### src/rtl/poly_step_sequencer_if.sv
// MIDI message handshake between the step sequencer and the note sender.
// Payload is registered by the sequencer and held until accepted.
interface poly_step_sequencer_if;
  logic       msg_valid;
  logic       msg_ready;
  logic [7:0] msg_status;
  logic [6:0] msg_data1;
  logic [6:0] msg_data2;

  modport master (output msg_valid, msg_status, msg_data1, msg_data2, input msg_ready);
  modport slave  (input msg_valid, msg_status, msg_data1, msg_data2, output msg_ready);
endinterface

### src/rtl/poly_step_sequencer.sv
// Multi-track step sequencer: walks per-track note patterns and emits paired
// note-off / note-on MIDI messages, flushing hanging notes when stopped.
//
// state    | meaning
// IDLE     | waiting for a step tick while running
// ADVANCE  | pick the next step index, step the LFSR
// SEND_OFF | note-off for every sounding track, ascending
// SEND_ON  | note-on for every non-rest track at the new step, ascending
// FLUSH    | stop: note-off for every sounding track, then rewind
module poly_step_sequencer #(
  parameter int          NUM_STEPS    = 8,
  parameter int          NUM_TRACKS   = 2,
  parameter logic [3:0]  CHANNEL_BASE = 4'd0,
  parameter logic [15:0] LFSR_SEED    = 16'hACE1,
  localparam int         IDX_W        = $clog2(NUM_STEPS),
  localparam int         TRK_W        = (NUM_TRACKS > 1) ? $clog2(NUM_TRACKS) : 1
) (
  input  logic                       clk,
  input  logic                       rst_n,
  input  logic                       step_tick,
  input  logic                       run,
  input  logic [1:0]                 mode,
  input  logic                       wr_en,
  input  logic [TRK_W-1:0]           wr_track,
  input  logic [IDX_W-1:0]           wr_step,
  input  logic [6:0]                 wr_note,
  input  logic [6:0]                 wr_vel,
  poly_step_sequencer_if.master      msg,
  output logic [IDX_W-1:0]           step_idx,
  output logic                       busy,
  output logic                       overrun
);

  typedef enum logic [2:0] {IDLE, ADVANCE, SEND_OFF, SEND_ON, FLUSH} state_t;

  localparam logic [TRK_W-1:0] LAST_TRK  = TRK_W'(NUM_TRACKS - 1);
  localparam logic [IDX_W-1:0] LAST_STEP = IDX_W'(NUM_STEPS - 1);

  state_t                  state;
  logic [6:0]              pat_note [NUM_TRACKS][NUM_STEPS];
  logic [6:0]              pat_vel  [NUM_TRACKS][NUM_STEPS];
  logic [NUM_TRACKS-1:0]   active;
  logic [6:0]              active_note [NUM_TRACKS];
  logic [TRK_W-1:0]        trk;
  logic                    dir_up;
  logic                    started;
  logic                    run_q;
  logic [1:0]              mode_q;
  logic [15:0]             lfsr;

  logic [15:0]             lfsr_nxt;
  logic [IDX_W-1:0]        rnd;
  logic [IDX_W-1:0]        nxt_idx;
  logic                    nxt_dir_up;
  logic                    pp_up;
  logic                    is_on;
  logic                    trk_last;
  logic [6:0]              cur_note;
  logic [6:0]              cur_vel;
  logic                    want;
  logic                    stop_req;
  logic                    accept;
  logic                    trk_step;

  assign busy     = (state != IDLE);
  assign lfsr_nxt = {lfsr[0] ^ lfsr[2] ^ lfsr[3] ^ lfsr[5], lfsr[15:1]};
  // A fresh entry into ping-pong always starts heading up.
  assign pp_up    = (mode_q != 2'd2) || dir_up;

  always_comb begin
    nxt_idx    = step_idx;
    nxt_dir_up = dir_up;
    rnd        = lfsr[IDX_W-1:0];
    if (int'(rnd) >= NUM_STEPS) rnd = rnd - IDX_W'(NUM_STEPS);
    case (mode)
      2'd0: nxt_idx = (step_idx == LAST_STEP) ? '0 : step_idx + 1'b1;
      2'd1: nxt_idx = (step_idx == '0) ? LAST_STEP : step_idx - 1'b1;
      2'd2: begin
        if (pp_up) begin
          if (step_idx == LAST_STEP) begin
            nxt_idx    = step_idx - 1'b1;
            nxt_dir_up = 1'b0;
          end else begin
            nxt_idx    = step_idx + 1'b1;
            nxt_dir_up = 1'b1;
          end
        end else if (step_idx == '0) begin
          nxt_idx    = IDX_W'(1);
          nxt_dir_up = 1'b1;
        end else begin
          nxt_idx    = step_idx - 1'b1;
        end
      end
      default: nxt_idx = rnd;
    endcase
  end

  always_comb begin
    is_on    = (state == SEND_ON);
    trk_last = (trk == LAST_TRK);
    cur_note = pat_note[trk][step_idx];
    cur_vel  = pat_vel[trk][step_idx];
    want     = is_on ? (cur_vel != 7'd0) : active[trk];
    stop_req = !run && (state != FLUSH);
    accept   = msg.msg_valid && msg.msg_ready;
    // A track slot is finished once its message is accepted, or at once if it has nothing to send.
    trk_step = msg.msg_valid ? msg.msg_ready : (!stop_req && !want);
  end

  always_ff @(posedge clk or negedge rst_n) begin
    if (!rst_n) begin
      state          <= IDLE;
      active         <= '0;
      trk            <= '0;
      dir_up         <= 1'b1;
      started        <= 1'b0;
      run_q          <= 1'b0;
      mode_q         <= 2'd0;
      lfsr           <= LFSR_SEED;
      step_idx       <= '0;
      overrun        <= 1'b0;
      msg.msg_valid  <= 1'b0;
      msg.msg_status <= 8'h00;
      msg.msg_data1  <= 7'h00;
      msg.msg_data2  <= 7'h00;
      for (int t = 0; t < NUM_TRACKS; t++) begin
        active_note[t] <= 7'h00;
        for (int s = 0; s < NUM_STEPS; s++) begin
          pat_note[t][s] <= 7'h00;
          pat_vel[t][s]  <= 7'h00;
        end
      end
    end else begin
      run_q <= run;
      if (run && !run_q) overrun <= 1'b0;
      if (step_tick && (state != IDLE)) overrun <= 1'b1;

      if (wr_en && (int'(wr_track) < NUM_TRACKS) && (int'(wr_step) < NUM_STEPS)) begin
        pat_note[wr_track][wr_step] <= wr_note;
        pat_vel[wr_track][wr_step]  <= wr_vel;
      end

      case (state)
        IDLE: begin
          if (step_tick && run) begin
            state <= ADVANCE;
          end else if (!run) begin
            if (|active) begin
              state <= FLUSH;
              trk   <= '0;
            end else begin
              started  <= 1'b0;
              step_idx <= '0;
              dir_up   <= 1'b1;
            end
          end
        end

        ADVANCE: begin
          lfsr   <= lfsr_nxt;
          mode_q <= mode;
          trk    <= '0;
          if (!started) begin
            started  <= 1'b1;
            step_idx <= (mode == 2'd1) ? LAST_STEP : '0;
            dir_up   <= 1'b1;
          end else begin
            step_idx <= nxt_idx;
            dir_up   <= nxt_dir_up;
          end
          state <= run ? SEND_OFF : FLUSH;
        end

        SEND_OFF, SEND_ON, FLUSH: begin
          if (accept) begin
            msg.msg_valid <= 1'b0;
            if (is_on) begin
              active[trk]      <= 1'b1;
              active_note[trk] <= msg.msg_data1;
            end else begin
              active[trk] <= 1'b0;
            end
          end else if (!msg.msg_valid && stop_req) begin
            state <= FLUSH;
            trk   <= '0;
          end else if (!msg.msg_valid && want) begin
            msg.msg_valid  <= 1'b1;
            msg.msg_status <= {is_on ? 4'h9 : 4'h8, CHANNEL_BASE + 4'(trk)};
            msg.msg_data1  <= is_on ? cur_note : active_note[trk];
            msg.msg_data2  <= is_on ? cur_vel : 7'h00;
          end

          if (trk_step) begin
            if (trk_last) begin
              trk <= '0;
              case (state)
                SEND_OFF: state <= SEND_ON;
                FLUSH: begin
                  state    <= IDLE;
                  started  <= 1'b0;
                  step_idx <= '0;
                  dir_up   <= 1'b1;
                end
                default:  state <= IDLE;
              endcase
            end else begin
              trk <= trk + 1'b1;
            end
          end
        end

        default: state <= IDLE;
      endcase
    end
  end

endmodule

### src/flat_wrapper.sv
// flat-port wrapper written by rule: the top's interface ports become plain ports
module poly_step_sequencer_flat 
#(
  parameter int          NUM_STEPS    = 8,
  parameter int          NUM_TRACKS   = 2,
  parameter logic [3:0]  CHANNEL_BASE = 4'd0,
  parameter logic [15:0] LFSR_SEED    = 16'hACE1,
  localparam int         IDX_W        = $clog2(NUM_STEPS),
  localparam int         TRK_W        = (NUM_TRACKS > 1) ? $clog2(NUM_TRACKS) : 1
)
  (clk, rst_n, step_tick, run, mode, wr_en, wr_track, wr_step, wr_note, wr_vel, step_idx, busy, overrun, msg_msg_valid, msg_msg_status, msg_msg_data1, msg_msg_data2, msg_msg_ready);
  poly_step_sequencer_if msg_i ();
  input  logic clk;
  input  logic rst_n;
  input  logic step_tick;
  input  logic run;
  input  logic [1:0] mode;
  input  logic wr_en;
  input  logic [TRK_W-1:0] wr_track;
  input  logic [IDX_W-1:0] wr_step;
  input  logic [6:0] wr_note;
  input  logic [6:0] wr_vel;
  output logic [IDX_W-1:0] step_idx;
  output logic busy;
  output logic overrun;
  output wire logic [$bits(msg_i.msg_valid)-1:0] msg_msg_valid;
  output wire logic [$bits(msg_i.msg_status)-1:0] msg_msg_status;
  output wire logic [$bits(msg_i.msg_data1)-1:0] msg_msg_data1;
  output wire logic [$bits(msg_i.msg_data2)-1:0] msg_msg_data2;
  input wire logic [$bits(msg_i.msg_ready)-1:0] msg_msg_ready;
  assign msg_msg_valid = msg_i.msg_valid;
  assign msg_msg_status = msg_i.msg_status;
  assign msg_msg_data1 = msg_i.msg_data1;
  assign msg_msg_data2 = msg_i.msg_data2;
  assign msg_i.msg_ready = msg_msg_ready;
  poly_step_sequencer #(.NUM_STEPS(NUM_STEPS), .NUM_TRACKS(NUM_TRACKS), .CHANNEL_BASE(CHANNEL_BASE), .LFSR_SEED(LFSR_SEED)) u_core (.clk(clk), .rst_n(rst_n), .step_tick(step_tick), .run(run), .mode(mode), .wr_en(wr_en), .wr_track(wr_track), .wr_step(wr_step), .wr_note(wr_note), .wr_vel(wr_vel), .msg(msg_i), .step_idx(step_idx), .busy(busy), .overrun(overrun));
endmodule
### config.mk
export PLATFORM = sky130hd
export DESIGN_NAME = poly_step_sequencer_flat
export DESIGN_NICKNAME = d
export VERILOG_FILES = /design/src/rtl/poly_step_sequencer_if.sv /design/src/rtl/poly_step_sequencer.sv /design/src/flat_wrapper.sv
export SDC_FILE = /design/constraint.sdc
export NUM_CORES = 1
export LEC_CHECK = 0
export CORE_MARGIN = 2
export CORE_UTILIZATION = 63
export DETAILED_ROUTE_END_ITERATION = 8
export PLACE_DENSITY = 0.82
export SYNTH_ARGS = -nofsm -noshare
export SYNTH_HDL_FRONTEND = slang
export SYNTH_SLANG_ARGS = --single-unit
### constraint.sdc
create_clock -name clk -period 5.8 [get_ports clk]
set_clock_uncertainty 0.15 [all_clocks]
set_input_delay 1.16 -clock clk [delete_from_list [all_inputs] [get_ports clk]]
set_output_delay 1.16 -clock clk [all_outputs]
set_load 0.05 [all_outputs]
# Yosys cells after proc, flatten, opt, wreduce, memory -nomap -nowiden
# Cells that the tools add are included.
# totals
elab_cells	222
out_inout_bits	28
inputBits	26
reg_bits	289
# classes
bitwise	12
addsub	3
eq_ne	23
reduce_logical	36
order_cmp	9
mux	91
# ops
operator	count
56-bit two-way mux	7
112-bit bitwise mux	2
7-bit two-way mux	11
3-bit two-way mux	21
56-bit demux with 1-bit select	1
7-bit binary-select mux with 3-bit select	2
1-bit two-way mux	35
3-bit one-hot mux with 3 select lines	3
7-bit demux with 3-bit select	1
14-bit bitwise mux	1
1-bit logical AND	12
2-bit by 1-bit != test with 1-bit output, second input constant	5
3-bit != test, second input constant	3
1-bit one-hot mux with 3 select lines	3
9-bit AND reduction	1
4-bit greater-or-equal comparator, second input constant	2
2-bit != test, second input constant	4
3-bit inverter with 4-bit output	2
7-bit demux with 1-bit select	1
7-bit AND reduction	1
7-bit nonzero test	1
3-bit by 2-bit equality test with 1-bit output, second input constant	2
3-bit equality test, second input constant	2
3-bit zero test	2
other kinds (33)	49

# Depth between registers and ports, before layout
# Gate-level depths: netlist of run 1.
# logic_depth
ltp_word	14
mapped_depth	12
ltp_nobuf	9

# Worst setup path before layout of run 1
# Ideal clock, no wire load.
# synth_path
kind	flip-flop to flip-flop
from	register u_core.step_idx[1]
to	register u_core.msg.msg_data1[0]
path_slack_ns	2.524
stages_incl_launch_ff	10
arrival_time_ns	3.001
period_less_slack_ns	3.276
n_path_buf	3
required_ns	5.525
setup_ns	0.125
path_cell_list	dfrtp_1 -> buf_2 -> buf_2 -> mux4_2 -> a22oi_1 -> nand3_1 -> or4_4 -> o211ai_4 -> buf_8 -> mux2_4
# synth_via
elab_chain_cells	8
word_cells_on_any_way	12
cone_classes	mux: 8; bitwise: 1; reduce/logical: 3
# synth_lines
item	line	source
start: declaration	poly_step_sequencer.sv:29	output logic [IDX_W-1:0] step_idx,
start signal: assignment	poly_step_sequencer.sv:165	step_idx <= (mode == 2'd1) ? LAST_STEP : '0;
start signal: assignment	poly_step_sequencer.sv:168	step_idx <= nxt_idx;
3-bit inverter with 4-bit output (implied by the code) *	poly_step_sequencer.sv:101, poly_step_sequencer.sv:102	
7-bit binary-select mux with 3-bit select	poly_step_sequencer.sv:102	cur_vel = pat_vel[trk][step_idx];
7-bit two-way mux (implied by the code) (2 in a row)	poly_step_sequencer.sv:102	
7-bit nonzero test	poly_step_sequencer.sv:103	want = is_on ? (cur_vel != 7'd0) : active[trk];
1-bit two-way mux	poly_step_sequencer.sv:103	
1-bit logical AND	poly_step_sequencer.sv:186	end else if (!msg.msg_valid && want) begin
4-bit AND reduction (no source line)	n/a	
end signal: assignment	poly_step_sequencer.sv:189	msg.msg_data1 <= is_on ? cur_note : active_note[trk];
end: declaration	poly_step_sequencer_if.sv:10	modport master (output msg_valid, msg_status, msg_data1, msg_data2, input msg_ready);
# Every way passes the cells marked *; elsewhere a longest branch is shown, timed or not. The select of a mux whose other input is x is not followed.
# A chain may end at the register's enable or synchronous reset.

# Final worst setup path of run 1
# layout_path
from	register u_core.trk
to	register u_core.msg.msg_status[0]
# layout_via
elab_chain_cells	11
word_cells_on_any_way	13
cone_classes	mux: 9; bitwise: 1; reduce/logical: 3
# layout_lines
item	line	source
start: declaration	poly_step_sequencer.sv:44	logic [TRK_W-1:0] trk;
start signal: assignment	poly_step_sequencer.sv:207	trk <= trk + 1'b1;
1-bit inverter with 2-bit output (implied by the code)	poly_step_sequencer.sv:102	
56-bit two-way mux (implied by the code) (3 in a row)	poly_step_sequencer.sv:102	
7-bit binary-select mux with 3-bit select	poly_step_sequencer.sv:102	
7-bit two-way mux (implied by the code) (2 in a row)	poly_step_sequencer.sv:102	
7-bit nonzero test	poly_step_sequencer.sv:103	
1-bit two-way mux	poly_step_sequencer.sv:103	
1-bit logical AND	poly_step_sequencer.sv:186	
4-bit AND reduction (no source line)	n/a	
end signal: assignment	poly_step_sequencer.sv:188	msg.msg_status <= {is_on ? 4'h9 : 4'h8, CHANNEL_BASE + 4'(trk)};
end: declaration	poly_step_sequencer_if.sv:10	
# Several ways; a longest one is shown, not always the timed one. The select of a mux whose other input is x is not followed.

==> run metrics, run 1 <==
global-route wire length before repair 45400 um; post-route ant nets 0; setup tns final 0 ns; P_sw 1.82 mW; worst slew pin tran 1.17 ns; clock latency on the worst-skew pair 0.55 ns; initial antenna violation count 1; I/O Pins 54; Final Wtd Congestion 0.807; CTS Sinks 287; DR pass1 iterations 5; final worst-path cycle share 73.2%; final WL 28000 um; cell count after synthesis 894; CP startpoint u_core.trk; final core occ 71.0%; CP max FO 44; final setup vio count 0; Chip Width 149 um; Final HPWL DP 16800 um; Port Buf Inserts 48; HP Class flip-flop to flip-flop; root buf cell clkbuf_16; largest net degree at the start of global routing 136; via/cell ratio 6.35; Hold WS 0.319 ns; Post-synth EDFFs 0; number of synthesized register bits 287; cell taking the most area after synthesis dfrtp_1; Leak 6.33 nW; Initial Utilization 63.5%; fin crit period 4.24 ns; critical path class flip-flop to flip-flop; DRC viols 0; Main synth FF type dfrtp_1; All-Layer GR Usage 26.6%; hold_sp u_core.msg.msg_status[7]; Worst EP arrival 4.52 ns; post-CTS sizing 0; CTS tree done; Post-CTS Setup Bufs 0; reg2reg start u_core.trk; Post-Syn Area 13200 sq um; Final Slew Violations 0; outcome complete, no violations; Clock power frac 28.8%; max frequency 0.236 GHz; layout cells sized above 1 42.9%; Yosys cell types 55; Synth top area share 52.6%; power density cells 424 nW/um^2; Final #Nets 953; vias in the first global route 8091; Longest Clk Path Bufs 3; Avg Inst Size Synth 14.8 sq um; Worst setup EP type flip-flop; share of power burned in registers 45.2%; H-tree Lvls 1; non-filler cells, final 1217; CP Launch Type flip-flop; hold buffers post-CTS 0; area of the die 22200 sq um; chip height 149 um; WP data required 6.08 ns; internal power 4.44 mW; WL per Instance 23.0 um; fraction of registers with async set or reset after synthesis 100%; vias 7734; Ys Warns 0; sw frac 29.1%; Initial DRC Count 456; most frequent cell after synthesis dfrtp_1; Peak supply drop 0.000267 V; max_cap viols 0; gr ovfl total 0; Inserted Clock Buffers 29; Gate power share 26.0%; Area Growth Syn to Fin 11.8%; relative slew slack 21.8%; RSZ-0062 raised after global routing false; most frequent cells after synthesis 278 x dfrtp_1, 262 x mux2_2, 63 x mux4_2, 49 x clkbuf_1, 39 x nand2_1; synth top area cells dfrtp_1 53%, mux2_2 22%, mux4_2 11%; post-synthesis sequential area ratio 54.4%; Hold Vio Cnt, Final 0; Core Area 20800 sq um; Worst-path clk slew 0.07 ns; placed cell count 1166; FP Rows 53
==> worst max-delay path, stage by stage (launching register included) <==
cell	delay [ns]
dfrtp_4	0.95
buf_4	0.53
mux4_2	0.56
nand2_1	0.09
nand3_1	0.13
or4_4	0.61
o211ai_4	0.66
mux2_2	0.41
==> final cells by class <==
| class | instances | area (sq um) |
|---|---|---|
| clock inverter | 7 | 87.6 |
| tap | 275 | 344 |
| multi-input combinational | 532 | 5690 |
| inverter | 9 | 33.8 |
| antenna | 1 | 2.50 |
| fill | 1375 | 6030 |
| sequential | 287 | 7200 |
| timing repair buffer | 63 | 611 |
| clock buffer | 43 | 818 |
==> power by group through the flow <==
stage | Combinational [mW] | Clock (mW) | Sequential [mW]
floorplan | 1.34 | 0 | 2.69
detailed placement | 1.62 | 0 | 2.86
CTS | 1.63 | 1.84 | 2.83
finish | 1.63 | 1.80 | 2.84
global route | 1.74 | 1.93 | 2.90
global placement | 1.56 | 0 | 2.83
==> sequential cells by signal, indices dropped and copies added (netlist names), 7 cells and up, named ones only <==
name,cells
u_core.msg.msg_data2,7
u_core.active_note,14
u_core.pat_vel,112
u_core.pat_note,112
u_core.msg.msg_data1,7
u_core.lfsr,16
==> through the flow <==
| stage | area [sq um] | worst slack, ns | power [mW] |
|---|---|---|---|
| finish | 14800 | 1.56 | 6.27 |
| floorplan | 13200 | 2.52 | 4.03 |
| detailed placement | 13900 | 1.54 | 4.48 |
| CTS | 14800 | 1.51 | 6.30 |
| global route | 14800 | 1.29 | 6.57 |
| global placement | 13900 | 1.59 | 4.40 |
==> layer usage <==
metal,global-route usage (%),wire length (um),vias to the layer above
li1,-,-,3336
met2,41.3,13300,265
met1,40.0,12500,4082
met5,0,0,-
met3,4.25,1670,51
met4,6.81,573,0
==> cell usage in the layout, fill, tap and decap left out, drive strengths merged, types with 2 or more instances in the layout <==
cell type,synthesis,final
a21o,2,2
a21oi,14,14
a22oi,4,4
and3b,2,2
buf,21,16
bufinv,0,2
clkbuf,49,43
clkdlybuf4s50,0,47
clkinv,2,6
conb,1,5
dfrtp,278,278
dfstp,9,9
ha,5,5
inv,7,8
mux2,268,268
mux2i,15,15
mux4,63,63
nand2,39,39
nand2b,8,8
nand3,12,12
nand3b,5,5
nor2,19,19
nor2b,6,6
nor3,2,2
nor3b,5,5
o211ai,4,4
o21ai,22,22
o22ai,2,2
o31a,2,2
o31ai,4,4
or3,3,3
xnor2,3,3
==> final timing paths <==
path / cells past startpoint / end / slack (ns)
max: 7 / u_core.msg.msg_status[0] / 1.56
min: 1 / u_core.msg.msg_status[7] / 0.32
min in group asynchronous: 1 / u_core.lfsr[9] / 0.51
max in group asynchronous: 2 / u_core.pat_vel[53] / 3.76
max reg2reg: 7 / u_core.msg.msg_status[0] / 1.56
min reg2reg: 1 / u_core.msg.msg_status[7] / 0.32
==> logic make-up after synthesis <==
family | Yosys count | share of synthesized area, %
xor+xnor | 3 | 0.199
flops | 287 | 54.4
simple gates | 106 | 4.00
fa+ha+maj | 5 | 0.473
buf+inv | 79 | 2.76
mux | 346 | 34.8
other cells | 1 | 0.0283
compound gates | 67 | 3.34
No activity file was read; power rests on OpenSTA's default activity.
==> run 2, diff against run 1 <==
--- a/config.mk
+++ b/config.mk
@@ -6,9 +6,9 @@
 export NUM_CORES = 1
 export LEC_CHECK = 0
 export CORE_MARGIN = 2
-export CORE_UTILIZATION = 63
+export CORE_UTILIZATION = 61
 export DETAILED_ROUTE_END_ITERATION = 8
-export PLACE_DENSITY = 0.82
+export PLACE_DENSITY = 0.8
 export SYNTH_ARGS = -nofsm -noshare
 export SYNTH_HDL_FRONTEND = slang
 export SYNTH_SLANG_ARGS = --single-unit
==> constraint.sdc (replaced) <==
create_clock -name clk -period 4.2 [get_ports clk]
set_clock_uncertainty 0.15 [all_clocks]
set_input_delay 0.84 -clock clk [delete_from_list [all_inputs] [get_ports clk]]
set_output_delay 0.84 -clock clk [all_outputs]
set_load 0.05 [all_outputs]
==> run 2 against run 1 <==
Effect of this change: hold slack got worse by 0.20 ns; power up 43%; utilization is essentially flat; combinational power grew 45%; routed wire length rose by 5.3%; count of clock-buffer cells in the layout increased by 1; worst setup slack got worse by 1.0 ns; non-clock buffer count is 11 higher; die area increased by 3.2%; final cell count increased by 1.2%; global-route usage rose by 0.65 points; largest cell class unchanged.
==> run metrics, run 2 (same netlist as run 1, synthesis figures left out) <==
Chip Width 151 um (+1.6%); commonest non-fill, non-tap cell in the layout dfrtp_1; FF-to-FF setup slack 0.51 ns (-1.05 ns); Hold Vio Cnt, Final 0 (unchanged); final WL 29500 um (+5.3%); initial antenna violation count 0 (-1); post-route ant nets 0 (unchanged); FF/Latch Area 7200 sq um (unchanged); worst slew pin tran 1.10 ns (-0.0737 ns); Final HPWL DP 18100 um (+7.7%); Clock power frac 30.7% (+1.9 points); # diodes 0 (-1); max_cap viols 0 (unchanged); final core occ 71.0% (about the same); gr ovfl total 0 (unchanged); Inserted Clock Buffers 30 (+3.4%); root buf cell clkbuf_16; fin crit period 3.69 ns (-0.553 ns); Peak supply drop 0.000345 V (+29%); max frequency 0.271 GHz (+15%); HP Class primary input to async pin; final setup vio count 0 (unchanged); CP max FO 31 (-30%); Initial DRC Count 523 (+15%); Port Buf Inserts 48 (unchanged); Leak 6.46 nW (+2.0%); CTS Sinks 287 (unchanged); Largest regs u_core.pat_note (112), u_core.pat_vel (112), u_core.lfsr (16); Worst Reg-to-Reg Cells 7 (unchanged); WL per Instance 24.0 um (+4.1%); setup tns final 0 ns (unchanged); relative slew slack 26.7% (+4.9 points); most used routing layer met2; global-route wire length before repair 47000 um (+3.5%); FP Rows 53 (unchanged); H-tree Lvls 1 (unchanged); Worst-path clk slew 0.06 ns (about the same); RSZ-0062 raised after global routing false; Longest Clk Path Bufs 3 (unchanged); post-CTS sizing 0 (unchanged); internal power 6.37 mW (+43%); sw frac 28.9% (-0.14 points); I/O Pins 54 (unchanged); outcome complete, no violations; area occupied by multi-input gates 5690 sq um (unchanged); power density cells 597 nW/um^2 (+41%); Gate power share 26.4% (+0.4 points); share of power burned in registers 42.9% (-2.3 points); M1 GR Usage 38.2% (-1.8 points); DRC viols 0 (unchanged); CTS tree done; layout cells sized above 1 44.5% (+1.5 points); area of the die 22900 sq um (+3.2%); met2 usage 45.3% (+4.0 points); total power 8.97 mW (+43%); fillers 1335 (-2.9%); final worst-path cycle share 87.9% (+15 points); Worst EP arrival 4.00 ns (-0.52 ns); Initial Utilization 62.5% (-1.0 points); largest net degree at the start of global routing 75 (-45%); vias in the first global route 8352 (+3.2%); chip height 151 um (+1.6%); Worst R2R End u_core.msg.msg_data2[6]; vias 7795 (+0.79%); DR pass1 iterations 5 (unchanged); hold buffers post-CTS 0 (unchanged); reg2reg start u_core.trk; clock latency on the worst-skew pair 0.55 ns (about the same); WP data required 4.51 ns (-1.57 ns); most frequent cells in the layout 275 x dfrtp_1, 262 x mux2_2, 63 x mux4_2; via/cell ratio 6.33 (-0.36%); Area Growth Syn to Fin 13.6%; All-Layer GR Usage 27.2% (+0.65 points); Final #Nets 965 (+1.3%); critical path class flip-flop to flip-flop; P_sw 2.60 mW (+42%); Final Slew Violations 0 (unchanged); Core Area 21200 sq um (+1.6%); M3 GR Usage 4.22% (-0.034 points); Post-CTS Setup Bufs 0 (unchanged); Final Wtd Congestion 0.859 (+6.3%); CP Launch Type flip-flop; Worst setup EP type flip-flop
## run 2: cell types whose count changed in the layout (fill, tap and decap cells not counted)
cell,change
buf_4,+9
clkbuf_1,-5
clkbuf_8,+4
buf_12,+2
clkbuf_16,+2
clkinvlp_4,+2
bufinv_16,+1
clkinv_1,-1
clkinv_2,+1
diode_2,-1
inv_6,-1
inv_8,+1
## run 2: area by class of cell
cell class | instances | area share [%]
inverter | 9 | 0.225
multi-input combinational | 532 | 37.9
timing repair buffer | 74 | 4.78
clock inverter | 10 | 0.907
tap | 275 | 2.29
sequential | 287 | 47.9
clock buffer | 44 | 6.02
## run 2: worst max-delay path by stage
| stage | startpoint | endpoint | slack (ns) |
|---|---|---|---|
| after floorplan | u_core.step_idx[1] | u_core.msg.msg_data1[0] | 0.92 |
| after global placement | u_core.trk | u_core.msg.msg_status[0] | 0.64 |
| after detailed placement | u_core.trk | u_core.msg.msg_data2[0] | 0.55 |
| after CTS | u_core.trk | u_core.msg.msg_data2[6] | 0.50 |
| after global routing | u_core.trk | u_core.msg.msg_data2[0] | 0.29 |
| final | u_core.trk | u_core.msg.msg_data2[6] | 0.51 |
## run 2: worst max-delay path: stages (launching register included)
cell	delay [ns]
dfrtp_4	0.85
mux4_2	0.59
a22oi_1	0.20
nand3_1	0.18
or4_4	0.61
o211ai_4	0.53
buf_4	0.28
mux2i_1	0.21
## run 2: stage by stage
stage | cells | hold slack, ns | setup slack [ns] | instance area, sq um
2_1_floorplan | 898 | 0.322 | 0.924 | 13200
3_3_place_gp | 1177 | 0.309 | 0.639 | 14000
3_5_place_dp | 1177 | 0.310 | 0.545 | 14000
4_1_cts | 1231 | 0.124 | 0.501 | 15000
5_1_grt | 1231 | 0.132 | 0.291 | 15000
6_report | 1231 | 0.116 | 0.509 | 15000
## run 2: power groups by stage
stage                     registers, mW  clock network (mW)  logic, mW
final                              3.85                2.75       2.37
after global routing               3.92                2.91       2.54
after CTS                          3.84                2.78       2.38
after detailed placement           3.88                   0       2.35
after global placement             3.82                   0       2.26
after floorplan                    3.72                   0       1.85
## run 2: layer usage
metal,up-vias,part of all wire (%)
li1,3356,-
met1,4162,43
met2,233,49
met3,44,5.5
met4,0,1.7
met5,-,0
==> run 3, diff against run 2 <==
==> constraint.sdc (replaced) <==
create_clock -name clk -period 3.5 [get_ports clk]
set_clock_uncertainty 0.15 [all_clocks]
set_input_delay 0.7 -clock clk [delete_from_list [all_inputs] [get_ports clk]]
set_output_delay 0.7 -clock clk [all_outputs]
set_load 0.05 [all_outputs]
==> run 3 against run 2 <==
Effect of this change: sequential power is 19% higher; power is 18% higher; combinational power is 22% higher; critical path depth stayed put; largest cell class unchanged; die area stayed put; clock power is 13% higher.
==> run metrics, run 3 (same netlist as run 1, synthesis figures left out) <==
outcome complete, no violations; Post-CTS Setup Bufs 0 (unchanged); area occupied by multi-input gates 5690 sq um (unchanged); Area after DPL 14000 sq um (+0.36%); setup tns final 0 ns (unchanged); area of the die 22900 sq um (unchanged); CP Launch Type flip-flop; fillers 1330 (-0.37%); Final Slew Violations 0 (unchanged); Top Family by Delay on Critical Path multiplexers; WL per Instance 23.7 um (-1.2%); CTS tree done; layout cells sized above 1 44.4% (about the same); Hold WS 0.323 ns (+0.207 ns); Final Wtd Congestion 0.829 (-3.5%); max frequency 0.305 GHz (+13%); WP data required 3.77 ns (-0.74 ns); final WL 29300 um (-0.80%); Initial DRC Count 502 (-4.0%); FP Rows 53 (unchanged); # diodes 0 (unchanged); CTS Sinks 287 (unchanged); Chip Width 151 um (unchanged); Final HPWL DP 18200 um (+0.55%); Worst setup EP type flip-flop; FF/Latch Area 7200 sq um (unchanged); H-tree Lvls 1 (unchanged); CP max-delay cell dfrtp_4; hold buffers post-CTS 1 (+1); Longest Clk Path Bufs 3 (unchanged); worst path bufs/invs 1 (unchanged); I/O Pins 54 (unchanged); pre-CTS setup slack 0.223 ns (-0.322 ns); critical path class flip-flop to flip-flop; relative slew slack 34.1% (+7.5 points); initial antenna violation count 1 (+1); Critical Path Max Stage Delay 0.67 ns (-0.18 ns); RSZ-0062 raised after global routing false; Peak supply drop 0.000380 V (+10%); post-CTS sizing 0 (unchanged); vias 7902 (+1.4%); power density cells 705 nW/um^2 (+18%); gr ovfl total 0 (unchanged); Port Buf Inserts 48 (unchanged); Hold Vio Cnt, Final 0 (unchanged); most frequent cells in the layout 275 x dfrtp_1, 262 x mux2_2, 63 x mux4_2; Leak 6.46 nW (+0.14%); worst slew pin tran 0.988 ns (-0.112 ns); final setup vio count 0 (unchanged); CP max FO 23 (-26%); worst-path cell chain mux4_2, a22oi_1, nand3_1, or4_4, o211ai_4, buf_12, mux2_2; clock latency on the worst-skew pair 0.54 ns (about the same); Final #Nets 970 (+0.52%); post-route ant nets 0 (unchanged); DRC viols 0 (unchanged); Worst-path clk slew 0.06 ns (about the same); commonest non-fill, non-tap cell in the layout dfrtp_1; via/cell ratio 6.39 (+0.96%); All-Layer GR Usage 27.2% (about the same); Core Area 21200 sq um (unchanged); crit path setup slack, layout 0.225 ns (-0.285 ns); largest net degree at the start of global routing 103 (+37%); Initial Utilization 62.5% (unchanged); global-route wire length before repair 47500 um (+1.1%); DR pass1 iterations 5 (unchanged); Largest regs u_core.pat_note (112), u_core.pat_vel (112), u_core.lfsr (16); chip height 151 um (unchanged); Worst EP arrival 3.55 ns (-0.45 ns); HP Class flip-flop to flip-flop; Inserted Clock Buffers 29 (-3.3%); vias in the first global route 8610 (+3.1%); fin crit period 3.28 ns (-0.415 ns); root buf cell clkbuf_16; max_cap viols 0 (unchanged); Area Growth Syn to Fin 13.5% (about the same); final worst-path cycle share 93.6% (+5.7 points); cell area after layout 15000 sq um (about the same)
[run 3: path summary, 6_finish.rpt]
kind,from,end,slack [ns],cells past startpoint
min in group asynchronous,rst_n,u_core.lfsr[2],0.56,2
max in group asynchronous,rst_n,u_core.pat_note[29],1.59,3
min reg2reg,u_core.msg.msg_status[7],u_core.msg.msg_status[7],0.32,1
max,u_core.trk,u_core.msg.msg_status[4],0.22,7
min,u_core.msg.msg_status[7],u_core.msg.msg_status[7],0.32,1
max reg2reg,u_core.trk,u_core.msg.msg_status[4],0.22,7
[run 3: layout make-up]
type,count,area share (%)
clock buffer,42,5.56
clock inverter,11,0.892
inverter,9,0.225
multi-input combinational,532,37.9
sequential,287,47.9
tap,275,2.29
timing repair buffer,80,5.18
[run 3: routing by layer]
metal  vias to the layer above  share of wire [%]  GRT usage (%)  wire (um)
met5                         -              0.062              0         18
met4                         2                2.0           7.57        585
met3                        62                6.1           4.76       1790
met2                       264                 50           44.7      14500
met1                      4204                 42           37.9      12400
li1                       3370                  -              -          -
[run 3: stage by stage]
| stage | power, mW | instances | util [%] |
|---|---|---|---|
| finish | 10.6 | 1236 | 71.0 |
| global route | 11.1 | 1236 | 71.0 |
| CTS | 10.6 | 1236 | 71.0 |
| detailed placement | 7.49 | 1182 | 66.4 |
| global placement | 7.30 | 1182 | 66.4 |
| floorplan | 6.68 | 898 | - |
[run 3: where the power goes]
group          switching (mW)  total, mW  internal (mW)
clock network            1.25       3.12           1.87
registers               0.500       4.57           4.07
logic                    1.32       2.90           1.59
total                    3.07       10.6           7.53
